## src/rtl/instr_fetch_responder.sv

```systemverilog
// Memory-side responder for the RI5CY instruction-fetch port.
// Instruction words pushed by the BFM are queued in a FIFO and returned to
// the core through the instr_req/instr_gnt/instr_rvalid handshake, after a
// programmable grant delay. When the FIFO is empty the responder either
// returns a NOP or withholds the grant. The address of the last grant and a
// count of granted fetches are kept for scoreboarding.
//
// Handshakes:
//   push side : a word transfers in any cycle where push_valid_i && push_ready_o.
//               push_ready_o is low when the FIFO is full or flush_i is high.
//   fetch side: the core holds instr_req_i until it sees instr_gnt_o; a grant
//               in cycle t yields exactly one instr_rvalid_o pulse in t+1.
//               Dropping instr_req_i before the grant sets the sticky err_o.
module instr_fetch_responder #(
    parameter int          DEPTH          = 8,
    parameter int          GNT_WAIT       = 0,
    parameter int          STALL_ON_EMPTY = 0,
    parameter logic [31:0] NOP_INSTR      = 32'h0000_0013
) (
    input  logic                       clk_i,
    input  logic                       rst_ni,
    input  logic                       flush_i,
    input  logic                       push_valid_i,
    output logic                       push_ready_o,
    input  logic [31:0]                push_data_i,
    input  logic                       instr_req_i,
    input  logic [31:0]                instr_addr_i,
    output logic                       instr_gnt_o,
    output logic                       instr_rvalid_o,
    output logic [31:0]                instr_rdata_o,
    output logic [$clog2(DEPTH):0]     level_o,
    output logic [31:0]                last_addr_o,
    output logic [15:0]                fetch_count_o,
    output logic                       err_o
);

    localparam int             AW       = $clog2(DEPTH);
    localparam int             LW       = AW + 1;
    localparam logic [LW-1:0]  FULL_LVL = LW'(DEPTH);
    localparam logic [3:0]     GW       = 4'(GNT_WAIT);
    localparam bit             NO_WAIT  = (GNT_WAIT == 0);
    localparam bit             STALL    = (STALL_ON_EMPTY != 0);

    typedef enum logic [1:0] {
        ST_IDLE  = 2'd0,
        ST_WAIT  = 2'd1,
        ST_READY = 2'd2
    } state_t;

    state_t          state_q, state_d;
    logic [3:0]      cnt_q, cnt_d;
    logic            err_set;

    logic [31:0]     mem [DEPTH];
    logic [AW-1:0]   wr_ptr_q, rd_ptr_q;
    logic [LW-1:0]   count_q;
    logic            has_data, full;
    logic            push, pop, eligible, gnt;

    assign has_data     = (count_q != '0);
    assign full         = (count_q == FULL_LVL);
    assign push_ready_o = !full && !flush_i;
    assign push         = push_valid_i && push_ready_o;
    assign pop          = gnt && has_data;
    assign level_o      = count_q;
    assign instr_gnt_o  = gnt;

    // Grant eligibility: cycle 0 in IDLE when there is no delay, the last
    // delay cycle in WAIT, or any cycle in READY (delay already expired).
    always_comb begin
        eligible = 1'b0;
        case (state_q)
            ST_IDLE:  eligible = NO_WAIT;
            ST_WAIT:  eligible = (cnt_q == GW);
            ST_READY: eligible = 1'b1;
            default:  eligible = 1'b0;
        endcase
        gnt = !flush_i && instr_req_i && eligible && (has_data || !STALL);
    end

    // Next-state logic for the grant FSM and the delay counter.
    always_comb begin
        state_d = state_q;
        cnt_d   = cnt_q;
        err_set = 1'b0;
        if (flush_i) begin
            state_d = ST_IDLE;
            cnt_d   = '0;
        end else begin
            case (state_q)
                ST_IDLE: begin
                    if (instr_req_i) begin
                        if (gnt) begin
                            state_d = ST_IDLE;
                        end else if (NO_WAIT) begin
                            state_d = ST_READY;
                        end else begin
                            state_d = ST_WAIT;
                            cnt_d   = 4'd1;
                        end
                    end
                end
                ST_WAIT: begin
                    if (!instr_req_i) begin
                        err_set = 1'b1;
                        state_d = ST_IDLE;
                        cnt_d   = '0;
                    end else if (cnt_q == GW) begin
                        state_d = gnt ? ST_IDLE : ST_READY;
                        cnt_d   = '0;
                    end else begin
                        cnt_d = cnt_q + 4'd1;
                    end
                end
                ST_READY: begin
                    if (!instr_req_i) begin
                        err_set = 1'b1;
                        state_d = ST_IDLE;
                    end else if (gnt) begin
                        state_d = ST_IDLE;
                    end
                end
                default: begin
                    state_d = ST_IDLE;
                    cnt_d   = '0;
                end
            endcase
        end
    end

    // FSM state register.
    always_ff @(posedge clk_i or negedge rst_ni) begin
        if (!rst_ni) begin
            state_q <= ST_IDLE;
            cnt_q   <= '0;
        end else begin
            state_q <= state_d;
            cnt_q   <= cnt_d;
        end
    end

    // FIFO storage; contents need no reset since count_q gates every read.
    always_ff @(posedge clk_i) begin
        if (push) begin
            mem[wr_ptr_q] <= push_data_i;
        end
    end

    // FIFO pointers and occupancy; pointers wrap naturally at DEPTH.
    always_ff @(posedge clk_i or negedge rst_ni) begin
        if (!rst_ni) begin
            wr_ptr_q <= '0;
            rd_ptr_q <= '0;
            count_q  <= '0;
        end else if (flush_i) begin
            wr_ptr_q <= '0;
            rd_ptr_q <= '0;
            count_q  <= '0;
        end else begin
            if (push) wr_ptr_q <= wr_ptr_q + 1'b1;
            if (pop)  rd_ptr_q <= rd_ptr_q + 1'b1;
            case ({push, pop})
                2'b10:   count_q <= count_q + 1'b1;
                2'b01:   count_q <= count_q - 1'b1;
                default: count_q <= count_q;
            endcase
        end
    end

    // Response path and scoreboarding state, updated on every grant.
    always_ff @(posedge clk_i or negedge rst_ni) begin
        if (!rst_ni) begin
            instr_rvalid_o <= 1'b0;
            instr_rdata_o  <= '0;
            last_addr_o    <= '0;
            fetch_count_o  <= '0;
            err_o          <= 1'b0;
        end else begin
            instr_rvalid_o <= gnt;
            if (gnt) begin
                instr_rdata_o <= has_data ? mem[rd_ptr_q] : NOP_INSTR;
                last_addr_o   <= instr_addr_i;
                fetch_count_o <= fetch_count_o + 16'd1;
            end
            if (err_set) begin
                err_o <= 1'b1;
            end
        end
    end

endmodule

```

## config.mk

```make
export PLATFORM = sky130hd
export DESIGN_NAME = instr_fetch_responder
export DESIGN_NICKNAME = d
export VERILOG_FILES = /design/src/rtl/instr_fetch_responder.sv
export SDC_FILE = /design/constraint.sdc
export NUM_CORES = 1
export LEC_CHECK = 0
export BUFFER_PORTS_ARGS = -buffer_cell sky130_fd_sc_hd__buf_2
export CAP_MARGIN = 20
export CORE_AREA = 2 2 176 178
export CTS_CLUSTER_DIAMETER = 100
export DETAILED_ROUTE_END_ITERATION = 6
export DIE_AREA = 0 0 178 180
export SYNTH_ARGS = -nofsm -noshare
export SYNTH_HDL_FRONTEND = slang
export SYNTH_SLANG_ARGS = --single-unit
```

## constraint.sdc

```tcl
create_clock -name clk_i -period 5.9 [get_ports clk_i]
set_input_delay 0.59 -clock clk_i [delete_from_list [all_inputs] [get_ports clk_i]]
set_output_delay 0.59 -clock clk_i [all_outputs]
set_load 0.005 [all_outputs]
```

Word-level counts from Yosys, hierarchy flattened
Memory sizes are Yosys's and may differ from the RTL's.
Index checks and enable logic that the tools add are counted.
{"block": "totals", "output_inout_bits": 88, "latch_bits": 0, "input_bits": 69, "mem_bits_ro": 0, "n_memories": 1, "ram_bits": 256, "regBits": 98}
{"name": "mem", "depth": 8, "width": 32, "read_ports": 1, "rd_ports_with_merged_regs": 0, "wr": 1, "line": "54", "text": "logic [31:0] mem [DEPTH];"}
{"block": "op_classes", "addsub": 6, "order_cmp": 0, "n_eq_ne": 9, "mux": 25, "n_mul": 0, "div": 0, "bitwise_logic": 0, "n_reduce_logical": 16, "shifts": 0}
{"operator": "2-to-1 mux 32 bit", "n": 1}
{"operator": "adder 16 x 1 -> 16 bit, second input constant", "n": 1}
{"operator": "2-to-1 mux 4 bit", "n": 4}
{"operator": "case mux 4 bit (2 select lines)", "n": 2}
{"operator": "2-to-1 mux 2 bit", "n": 7}
{"operator": "2-to-1 mux 3 bit", "n": 4}
{"operator": "adder 4 x 1 -> 4 bit, second input constant", "n": 2}
{"operator": "inequality test 4 bit, second input constant", "n": 2}
{"operator": "adder 3 x 1 -> 3 bit, second input constant", "n": 2}
{"operator": "case mux 2 bit (3 select lines)", "n": 1}
{"operator": "logical AND 1 bit", "n": 5}
{"operator": "2-to-1 mux 1 bit", "n": 5}
{"operator": "equality test 2 x 1 -> 1 bit, second input constant", "n": 2}
{"operator": "equality test 2 bit, second input constant", "n": 2}
{"operator": "equality test 4 bit, second input constant", "n": 1}
{"operator": "logical NOT 4 bit", "n": 1}
{"operator": "nonzero test 2 bit", "n": 2}
{"operator": "nonzero test 4 bit", "n": 1}
{"operator": "OR reduction 2 bit", "n": 2}
{"operator": "subtractor 4 x 1 -> 4 bit, second input constant", "n": 1}
{"operator": "inequality test 3 bit, second input constant", "n": 1}
{"operator": "AND reduction 3 bit", "n": 1}
{"operator": "nonzero test 3 bit", "n": 1}
{"operator": "logical NOT 1 bit", "n": 2}
{"operator": "other kinds (3)", "n": 3}

Depth between registers and ports, before layout
Gate-level depths: netlist (run 1).
{"block": "depth", "depth_word": 9, "depth_mapped": 9}

Worst setup path before layout (run 1)
Ideal clock, no wire load.
{"block": "synth_path", "path_kind": "input to register", "start": "input port push_valid_i", "end": "memory mem[0][0] (enable)", "setup_time_ps": 501, "arrival_ps": 3978, "cell_stages": 3, "slack_ps": 1421, "path_cell_list": "nor2b_1 -> nand2_2 -> nor4_1"}
{"block": "synth_between", "elab_chain_len": 3}
{"element": "start, declared", "line": "23", "text": "input logic push_valid_i,"}
{"element": "logical AND 1 bit", "line": "63", "text": "assign push = push_valid_i && push_ready_o;"}
{"element": "2-to-1 mux 1 bit", "line": "144", "text": "if (push) begin"}
{"element": "2-to-1 mux 1 bit (implied by the code)", "line": "145", "text": "mem[wr_ptr_q] <= push_data_i;"}
{"element": "end, declared", "line": "54"}
No other way between the ends.

Worst setup path after layout (run 1)
{"block": "layout_path", "start": "register count_q[1] (netlist: level_o[1])", "end": "register count_q[3] (netlist: level_o[3])"}
{"block": "layout_between", "elab_chain_len": 7}
{"element": "start, declared", "line": "56", "text": "logic [LW-1:0] count_q;"}
{"element": "start signal, assigned", "line": "163", "text": "2'b10: count_q <= count_q + 1'b1;"}
{"element": "start signal, assigned", "line": "164", "text": "2'b01: count_q <= count_q - 1'b1;"}
{"element": "start signal, assigned", "line": "165", "text": "default: count_q <= count_q;"}
{"element": "equality test 4 bit", "line": "61", "text": "assign full = (count_q == FULL_LVL);"}
{"element": "logical NOT 1 bit", "line": "62", "text": "assign push_ready_o = !full && !flush_i;"}
{"element": "logical AND 1 bit", "line": "62"}
{"element": "logical AND 1 bit", "line": "63"}
{"element": "equality test 2 x 1 -> 1 bit or equality test 2 bit (tied branches)", "line": "162", "text": "case ({push, pop})"}
{"element": "case mux 4 bit (2 select lines)", "line": "162"}
{"element": "2-to-1 mux 4 bit", "line": "155", "text": "end else if (flush_i) begin"}
Parallel ways exist; a longest one is shown, timed or not.
A chain may end at the register's enable or synchronous reset.

==> results of run 1 <==
[cells in the mapped netlist, types with 2 or more instances]
cell type,n,area [sq um]
a21oi_1,5,25.0
nand3_1,7,35.0
a22o_1,2,17.5
nand2b_1,2,12.5
clkbuf_2,3,15.0
clkbuf_1,14,52.6
nor3_1,4,20.0
nand2_1,139,522
xor2_1,4,35.0
mux4_2,64,1440
a31oi_1,3,18.8
buf_1,7,26.3
buf_4,4,30.0
xnor2_1,18,158
and3_1,2,12.5
nor2_1,15,56.3
dfrtp_1,93,2330
nand4_1,5,31.3
nor4_1,4,25.0
mux2i_1,32,320
ha_1,5,62.6
and4_1,4,35.0
nor2b_1,2,12.5
inv_1,2,7.51
mux2_2,2,22.5
buf_2,8,40.0
edfxtp_1,256,7690
o21ai_0,31,155
o311ai_1,2,17.5
[final timing paths]
| path | depth (start not counted) | to |
|---|---|---|
| max in group asynchronous | 2 | rd_ptr_q[0] |
| min in group clk_i | 3 | last_addr_o[4] |
| worst min-delay path | 1 | fetch_count_o[15] |
| worst max-delay path | 8 | level_o[3] |
| worst max register to register | 8 | level_o[3] |
| worst min register to register | 1 | err_o |
[metrics by stage]
stage	hold slack [ns]	worst slack, ns
2_1_floorplan	0.294	1.42
3_3_place_gp	0.429	3.12
3_5_place_dp	0.448	3.05
4_1_cts	0.00837	3.02
5_1_grt	0.0292	2.88
6_report	0.00297	3.05
[power groups by stage]
stage | clock network [mW] | logic (mW) | registers [mW]
2_1_floorplan | 0 | 0.668 | 3.03
3_3_place_gp | 0 | 0.953 | 3.12
3_5_place_dp | 0 | 0.965 | 3.12
4_1_cts | 2.44 | 0.968 | 3.08
5_1_grt | 2.54 | 1.05 | 3.11
6_report | 2.38 | 0.944 | 3.07
[layer usage]
metal	up-vias	wire, um	GRT usage (%)
met2	225	12800	27.7
met5	-	24	0
li1	3226	-	-
met4	4	510	4.49
met1	3593	11800	23.1
met3	41	1690	3.57
[cells by family (layout without fill, tap and decap cells)]
kind of cell	Yosys count	in the layout	synth area share (%)
compound gates	46	46	1.95
xor+xnor	22	22	1.44
fa+ha+maj	5	5	0.468
buf+inv	39	243	1.37
flops	349	349	75.0
mux	98	98	13.4
other cells	1	3	0.0281
simple gates	193	193	6.43
[state kept, by name, summed over array words and instances, names as in the netlist]
| signal | cells |
|---|---|
| err_o | 1 |
| fetch_count_o | 16 |
| instr_rdata_o | 32 |
| instr_rvalid_o | 1 |
| last_addr_o | 32 |
| level_o | 4 |
| mem | 256 |
| rd_ptr_q | 3 |
| state_q | 1 |
| wr_ptr_q | 3 |
[area by class of cell]
cell class              count  share of cell area, %
flip-flops and latches    349                   62.9
well taps                 396                   3.11
repair buffers            171                   5.78
clock buffers              48                   6.52
multi-input cells         365                   20.2
inverters                   2                 0.0471
diodes                      2                 0.0314
clock inverters            22                   1.47
==> metrics.txt, run 1 <==
outcome=finished clean; Psw=between 1.5 and 2 mW; drt via density=roughly 5.2; Cell Int Power=between 4 and 5 mW; width of the chip=~180 um; clock share of power=between 30% and 40%; Main synth FF type=edfxtp_1; Final Util=52.8%; unique cell type count in the Yosys netlist=between 40 and 50; Mapped Cells=between 700 and 800; crit-path leading delay family=simple AND/OR/NAND/NOR gates; initial antenna violation count=4; DP Cell Count=between 1000 and 1500; max cap viols=0; CP Launch Point=level_o[1]; Hold Vio Cnt, Final=0; Tmin final=~2.9 ns; worst path cell trace=or4_4, nand2_4, nor2_1, ha_1, a31oi_1, nor4_1, xnor2_1, o311ai_1; Pleak=around 6 nW; IO Count=roughly 160; Async SR Flop Fraction=around a quarter; Final Max Slew Viols=0; CTS Hold Buffers Added=0; CTS tree=built; Finish-stage setup viols=0; HP Class=in -> async; Post-DRT Antenna Nets=0; worst path buffer plus inverter count=0; Num CTS Buffers=38; commonest cells after routing, fill and taps aside=256 x edfxtp_1, 155 x buf_2, 139 x nand2_1; remaining routing DRC violations=0; die height=180 um; syn nets=between 800 and 900; worst-path fanout max=33; largest net degree at the start of global routing=68; RSZ-0062 raised after global routing=no; worst slew pin tran=between 0.9 and 1 ns; Placement Cell Area=14700 sq um; Resized cells post-CTS=0; FILL cells=around 2400; sequential power share=48.0%; setup slack, reg-to-reg=approximately 3.0 ns; Die Area=32000 sq um; P&R area growth vs syn=19.3%; clk sinks=~350; Starting Density=around 44%; Slew headroom=between 30 and 40%; power density cells=roughly 400 nW/um^2; H-Tree Depth=2; Std-Cell Rows=64; CP arrival=about 3.3 ns; sequential share of the synthesized area=around three quarters; most common cell after layout, fill and taps aside=edfxtp_1; switching fraction of total power=between 20% and 30%; Avg WL per Cell=around 20 um; clk_lat worst skew=0.53 ns; Worst R2R Start=level_o[1]; Multi-input gate area=roughly 3200 sq um; Final nets=roughly 1000; Setup crit end kind=flop; number of global-route vias before repair=slightly above 7000; Post-CTS Repair Setup Buffers=0; vias=just over 7000; critical path class=reg -> reg; worst clock skew=about 0.022 ns; first-pass GRT wire length=between 40000 and 50000 um; crit start category=flop; Iter 0 DRT Violations=471; Cell Area, Synth=between 10000 and 15000 sq um; Slowest cell on crit path=or4_4; sequential cell area=around 10000 sq um; Logic pwr share=between 10% and 20%; setup TNS=0 ns; Syn Area/Cell=around 18 sq um; Worst-path clk slew=around 0.06 ns; CP max stage delay=0.62 ns; IO buf count=approximately 160; post-route cell area=approximately 16000 sq um; total global routing overflow=0; number of synthesized flops with an enable pin=roughly 260; Final period util=between 40% and 50%; Max Fclk=around 0.35 GHz; Placeable Area=around 30000 sq um; Power Total=approximately 6.4 mW; share of cells above drive strength 1=about a third; synth warn=0; Non-Filler Instances=roughly 1400; Detailed Place HPWL=~15000 um; Tot GR Track Use=between 10% and 20%; clk root buf=clkbuf_16; drt pass-1 iters=4; count of state elements after synthesis=~350; VDD IR max=0.274 mV; RePlAce Congestion=approximately 0.76; CP required=around 6.3 ns; Max clock buf depth=3; DRT Wirelength=26800 um
(Power assumes the default switching activity.)
==> inputs of run 2 (changes only) <==
ABC_AREA = 1   (was not set)
CORE_AREA = 2 2 177 179   (was 2 2 176 178)
DIE_AREA = 0 0 179 181   (was 0 0 178 180)
clock period = 2.9 ns   (was 5.9 ns; I/O delays follow)
==> run 2 against run 1 <==
Against the previous run: flip-flop and latch count unchanged; global-route usage up 2.0 points; routed wire length grew 16%; largest power group unchanged.
==> metrics.txt, run 2 <==
Non-Filler Instances=1694 (was 1355); Async SR Flop Fraction=26.6% (unchanged); setup TNS=0 ns (unchanged); share of cells above drive strength 1=19.9% (was 32.8%); Final nets=1343 (was 1001); Tot GR Track Use=18.9% (was 16.9%); Final period util=79.0% (was 48.4%); clk_lat worst skew=0.52 ns (was 0.53 ns); commonest cells after routing, fill and taps aside=256 x edfxtp_1, 210 x nand2_1, 155 x buf_2 (was 256 x edfxtp_1, 155 x buf_2, 139 x nand2_1); count of state elements after synthesis=349 (unchanged); power density cells=830 nW/um^2 (was 401 nW/um^2); Std-Cell Rows=64 (unchanged); P&R area growth vs syn=20.9% (was 19.3%); CP Launch Point=level_o[0] (was level_o[1]); worst-path fanout max=20 (was 33); sequential share of the synthesized area=73.9% (was 75.0%); max cap viols=0 (unchanged); largest net degree at the start of global routing=138 (was 68); Finish-stage setup viols=0 (unchanged); largest registers=mem x256, instr_rdata_o x32, last_addr_o x32 (unchanged); Worst-path clk slew=0.06 ns (about the same); Slew headroom=50.7% (was 33.5%); global routing usage on met1=25.5% (was 23.1%); width of the chip=179 um (was 178 um); CTS tree=built (unchanged); Worst R2R Start=level_o[0] (was level_o[1]); syn nets=1157 (was 827); Worst R2R Path Depth=7 (was 8); Most Crowded Layer GR=met2 (unchanged); number of global-route vias before repair=8839 (was 7243); Post-CTS Repair Setup Buffers=0 (unchanged); CP endpoint=mem[6][26] (was level_o[3]); Max clock buf depth=3 (unchanged); Commonest cells post-synth=256 x edfxtp_1, 210 x nand2_1, 130 x nor2_1, 122 x o21ai_0, 93 x dfrtp_1 (was 256 x edfxtp_1, 139 x nand2_1, 93 x dfrtp_1, 64 x mux4_2, 32 x mux2i_1); CP required=3.10 ns (was 6.30 ns); Setup crit end kind=flop (unchanged); die height=181 um (was 180 um); total global routing overflow=0 (unchanged); CP arrival=2.49 ns (was 3.25 ns); Iter 0 DRT Violations=568 (was 471); IO Count=157 (unchanged); post-place setup slack=0.592 ns (was 3.05 ns); Hold Vio Cnt, Final=0 (unchanged); hold slack final=0.0190 ns (was 0.00297 ns); unique cell type count in the Yosys netlist=35 (was 43); Die Area=32400 sq um (was 32000 sq um); Num CTS Buffers=37 (was 38); clk root buf=clkbuf_16 (unchanged); outcome=finished clean (unchanged); RSZ-0062 raised after global routing=no (unchanged); Power Total=13.6 mW (was 6.39 mW); Starting Density=44.7% (was 44.3%); Final Max Slew Viols=0 (unchanged); remaining routing DRC violations=0 (unchanged); FILL cells=2535 (was 2436); vias=8880 (was 7089); synth warn=0 (unchanged); Detailed Place HPWL=18300 um (was 15400 um); worst clock skew=0.0233 ns (was 0.0216 ns); Max Fclk=0.436 GHz (was 0.350 GHz); most common cell in the netlist=edfxtp_1 (unchanged); Cell Area, Synth=13600 sq um (was 13400 sq um); Post-DRT Antenna Nets=0 (unchanged); met3 Usage GRT=3.03% (was 3.57%); number of synthesized flops with an enable pin=256 (unchanged); H-Tree Depth=2 (unchanged); DP Cell Count=1593 (was 1283); HP Class=in -> reg (was in -> async); final worst slack=0.609 ns (was 3.05 ns); Main synth FF type=edfxtp_1 (unchanged); VDD IR max=0.678 mV (was 0.274 mV); critical path class=reg -> reg (unchanged); clk sinks=349 (unchanged); Placeable Area=30300 sq um (was 30200 sq um); drt via density=5.24 (was 5.23); Avg WL per Cell=18.3 um (was 19.7 um); first-pass GRT wire length=48200 um (was 41500 um); GR Util met2=31.6% (was 27.7%); RePlAce Congestion=0.820 (was 0.755); number of flip-flops under the largest register name=256 (unchanged); Yosys top cell area share=56.7% (was 57.5%); Mapped Cells=1083 (was 753); Synth area leaders=edfxtp_1 57%, dfrtp_1 17%, nand2_1 5.8% (was edfxtp_1 58%, dfrtp_1 17%, mux4_2 11%); Tmin final=2.29 ns (was 2.85 ns); reg-to-reg endpoint=mem[6][26] (was level_o[3]); Resized cells post-CTS=0 (unchanged); initial antenna violation count=1 (was 4); crit start category=flop (unchanged); Pleak=6.47 nW (was 5.93 nW); worst slew pin tran=0.740 ns (was 0.998 ns); Biggest register=mem (unchanged); Synth area leader=edfxtp_1 (unchanged); most common cell after layout, fill and taps aside=edfxtp_1 (unchanged); IO buf count=156 (unchanged); DRT Wirelength=31000 um (was 26800 um); drt pass-1 iters=4 (unchanged); setup slack, reg-to-reg=0.61 ns (was 3.05 ns); Syn Area/Cell=12.5 sq um (was 17.7 sq um); CTS Hold Buffers Added=33 (was 0)
## run 2: logic make-up (layout without fill, tap and decap cells)
logic type,Yosys count,after routing,share of synthesized area (%)
buf+inv,101,315,2.99
xor+xnor,15,15,1.02
compound gates,233,233,10.3
simple gates,379,379,11.3
other cells,1,2,0.0277
fa+ha+maj,5,5,0.461
flops,349,349,73.9
## run 2: metrics by stage
| stage | cell area (sq um) | util (%) |
|---|---|---|
| after floorplan | 13600 | - |
| after global placement | 14900 | 49.1 |
| final | 16400 | 54.0 |
| after CTS | 16400 | 54.0 |
| after detailed placement | 14900 | 49.1 |
| after global routing | 16400 | 54.0 |
## run 2: layout make-up
cell class / count / area, sq um / area share (%)
Clock inverter: 9 / 71.3 / 0.435
Timing Repair Buffer: 209 / 1360 / 8.32
Clock buffer: 58 / 1090 / 6.64
Sequential cell: 349 / 10000 / 61.1
Antenna cell: 1 / 2.50 / 0.0153
Tap cell: 396 / 495 / 3.02
Multi-Input combinational cell: 633 / 3210 / 19.6
Inverter: 39 / 148 / 0.900
## run 2: worst min path at each step
stage,from,endpoint,slack [ns],cells after the start
after floorplan,rst_ni,err_o,-0.006,0
after CTS,instr_addr_i[8],last_addr_o[8],0.009,3
final,instr_addr_i[8],last_addr_o[8],0.02,3
after detailed placement,rst_ni,last_addr_o[25],0.39,1
after global placement,rst_ni,last_addr_o[25],0.39,1
after global routing,instr_addr_i[8],last_addr_o[8],0.006,3
## run 2: per-layer routing
metal | share of wire [%] | vias to the layer above
met3 | 5.4 | 52
met5 | 0 | -
met4 | 2.3 | 0
li1 | - | 4214
met1 | 44 | 4369
met2 | 48 | 245
## run 2: worst max-delay path: stages, from the launching register on
cell and delay, ns:
dfrtp_1 0.42, nor2_1 0.12, nand2_1 0.08, nand3_1 0.17
inv_1 0.18, nand2_1 0.28, nor2_4 0.46, buf_12 0.25
## run 2: report_power, final
group	switching, mW	total, mW	leakage (nW)	internal (mW)
sequential	0.252	6.07	3.48	5.82
combinational	2.02	3.03	2.43	1.02
clock	1.83	4.50	0.559	2.67
total	4.10	13.6	6.47	9.51
==> inputs of run 3 (changes only) <==
ABC_AREA = 0   (was 1)
CORE_AREA = 2 2 176 178   (was 2 2 177 179)
DIE_AREA = 0 0 178 180   (was 0 0 179 181)
clock period = 2.2 ns   (was 2.9 ns; I/O delays follow)
==> run 3 against run 2 <==
Against the previous run: non-clock buffer count rose by 55; worst hold slack got worse by 0.0027 ns; sequential power rose by 32%; sequential share of layout area fell by 1.8 points; cell count fell by 15%; critical path depth fell by 1; flip-flop and latch count did not move; clock skew fell by 0.0075 ns; register-to-register slack got worse by 0.54 ns; clock-buffer cell count fell by 14; combinational power rose by 6.9%.
==> metrics.txt, run 3 (synthesis gave the netlist of run 1 again) <==
Std-Cell Rows=64 (unchanged); setup slack, reg-to-reg=0.07 ns (was 0.61 ns); Placeable Area=30200 sq um (was 30300 sq um); first-pass GRT wire length=43400 um (was 48200 um); drt pass-1 iters=6 (was 4); clk sinks=349 (unchanged); Num CTS Buffers=37 (unchanged); FILL cells=2371 (was 2535); Biggest register=mem (unchanged); number of flip-flops under the largest register name=256 (unchanged); worst-path fanout max=10 (was 20); IO buf count=156 (unchanged); clk_lat worst skew=0.52 ns (about the same); RSZ-0062 raised after global routing=yes (was no); CP required=2.60 ns (was 3.10 ns); Avg WL per Cell=19.2 um (was 18.3 um); Worst R2R Start=level_o[1] (was level_o[0]); final worst slack=0.0705 ns (was 0.609 ns); vias=7386 (was 8880); Setup crit end kind=flop (unchanged); worst clock skew=0.0158 ns (was 0.0233 ns); Worst R2R Path Depth=6 (was 7); outcome=finished clean (unchanged); commonest cells after routing, fill and taps aside=256 x edfxtp_1, 155 x buf_2, 138 x nand2_1 (was 256 x edfxtp_1, 210 x nand2_1, 155 x buf_2); largest net degree at the start of global routing=49 (was 138); IO Count=157 (unchanged); crit start category=flop (unchanged); Final period util=96.8% (was 79.0%); Post-DRT Antenna Nets=0 (unchanged); Tot GR Track Use=17.6% (was 18.9%); CP Launch Point=level_o[1] (was level_o[0]); most common cell after layout, fill and taps aside=edfxtp_1 (unchanged); Worst-path clk slew=0.06 ns (about the same); Final nets=1093 (was 1343); VDD IR max=0.757 mV (was 0.678 mV); drt via density=5.11 (was 5.24); HP Class=in -> reg (unchanged); Iter 0 DRT Violations=383 (was 568); post-place setup slack=-0.0457 ns (was 0.592 ns); RePlAce Congestion=0.804 (was 0.820); die height=180 um (was 181 um); CTS tree=built (unchanged); remaining routing DRC violations=0 (unchanged); max cap viols=0 (unchanged); Final Max Slew Viols=0 (unchanged); Starting Density=44.3% (was 44.7%); Detailed Place HPWL=16600 um (was 18300 um); initial antenna violation count=1 (unchanged); total global routing overflow=0 (unchanged); P&R area growth vs syn=26.5% (was 20.9%); H-Tree Depth=2 (unchanged); number of global-route vias before repair=7715 (was 8839); CP arrival=2.53 ns (was 2.49 ns); Hold Vio Cnt, Final=0 (unchanged); Slew headroom=49.5% (was 50.7%); largest registers=mem x256, instr_rdata_o x32, last_addr_o x32 (unchanged); clk root buf=clkbuf_16 (unchanged); min-delay src=push_data_i[0] (was instr_addr_i[8]); critical path class=reg -> reg (unchanged); Max clock buf depth=3 (unchanged); Tmin final=2.13 ns (was 2.29 ns); CP endpoint=level_o[0] (was mem[6][26]); Die Area=32000 sq um (was 32400 sq um); worst slew pin tran=0.754 ns (was 0.740 ns); width of the chip=178 um (was 179 um); power density cells=1010 nW/um^2 (was 830 nW/um^2); Finish-stage setup viols=0 (unchanged); Max Fclk=0.470 GHz (was 0.436 GHz); Pleak=6.32 nW (was 6.47 nW); reg-to-reg endpoint=level_o[0] (was mem[6][26]); share of cells above drive strength 1=32.2% (was 19.9%); setup TNS=0 ns (unchanged); DRT Wirelength=27800 um (was 31000 um)
## run 3: changes by cell type in the layout (fill, tap and decap cells not counted), sizes merged, moves of 12 or more
cell and change:
buf +25, clkbuf -14, dlygate4sd3 +30, inv -37
mux2i +32, mux4 +64, nand2 -73, nand3 -17
nor2 -122, o211ai -29, o21ai -100, o221ai -29
o22ai -29, xnor2 +12
## run 3: power breakdown
| group | total [mW] | switching (mW) | internal (mW) |
|---|---|---|---|
| Clock | 5.84 | 2.44 | 3.40 |
| Combinational | 3.24 | 1.53 | 1.71 |
| Sequential | 8.02 | 0.364 | 7.66 |
| Total | 17.1 | 4.33 | 12.8 |
## run 3: through the flow
stage	total power [mW]	cell area, sq um	cells	utilization, %	hold WS, ns
floorplan	9.94	13400	753	-	-0.0756
global placement	11.3	15100	1312	49.9	0.175
detailed placement	11.3	15100	1312	49.9	0.180
CTS	17.3	16900	1443	55.9	0.00692
global route	18.0	16900	1444	56.0	0.0210
finish	17.1	16900	1444	56.0	0.0163
## run 3: worst min-delay path by stage
stage,slack [ns],cells past startpoint,end
2_1_floorplan,-0.08,0,err_o
3_3_place_gp,0.18,1,fetch_count_o[13]
3_5_place_dp,0.18,1,fetch_count_o[15]
4_1_cts,0.007,1,mem[4][0]
5_1_grt,0.02,1,mem[1][0]
6_report,0.02,1,mem[4][0]
## run 3: cell type report
type	count	area, sq um	area share (%)
clock inverter	23	170	1.01
timing repair buffer	264	1940	11.5
inverter	2	7.51	0.0444
clock buffer	44	973	5.76
multi-input combinational	365	3290	19.5
tap	396	495	2.93
sequential	349	10000	59.3
antenna	1	2.50	0.0148
## run 3: repair_timing
action,CTS,global route
endpoints found under the hold margin,298,0
endpoints found under the setup margin,1,3
hold buffers,63,0
cloned,0,0
buffers inserted,1,0
pin swaps,8,1
gates resized for setup,4,3
## run 3: routing by layer
layer,global-route usage (%),vias up,routed length [um]
met5,0,-,0
met3,3.47,32,1550
met1,24.3,3748,12300
met2,29.1,200,13500
met4,3.74,0,401
li1,-,3406,-
## run 3: worst max-delay path, stage by stage (launching register included)
cell,delay [ns]
dfrtp_1,0.38
buf_4,0.18
or4b_4,0.59
nand2_4,0.10
buf_6,0.14
mux2_2,0.36
mux2_2,0.27
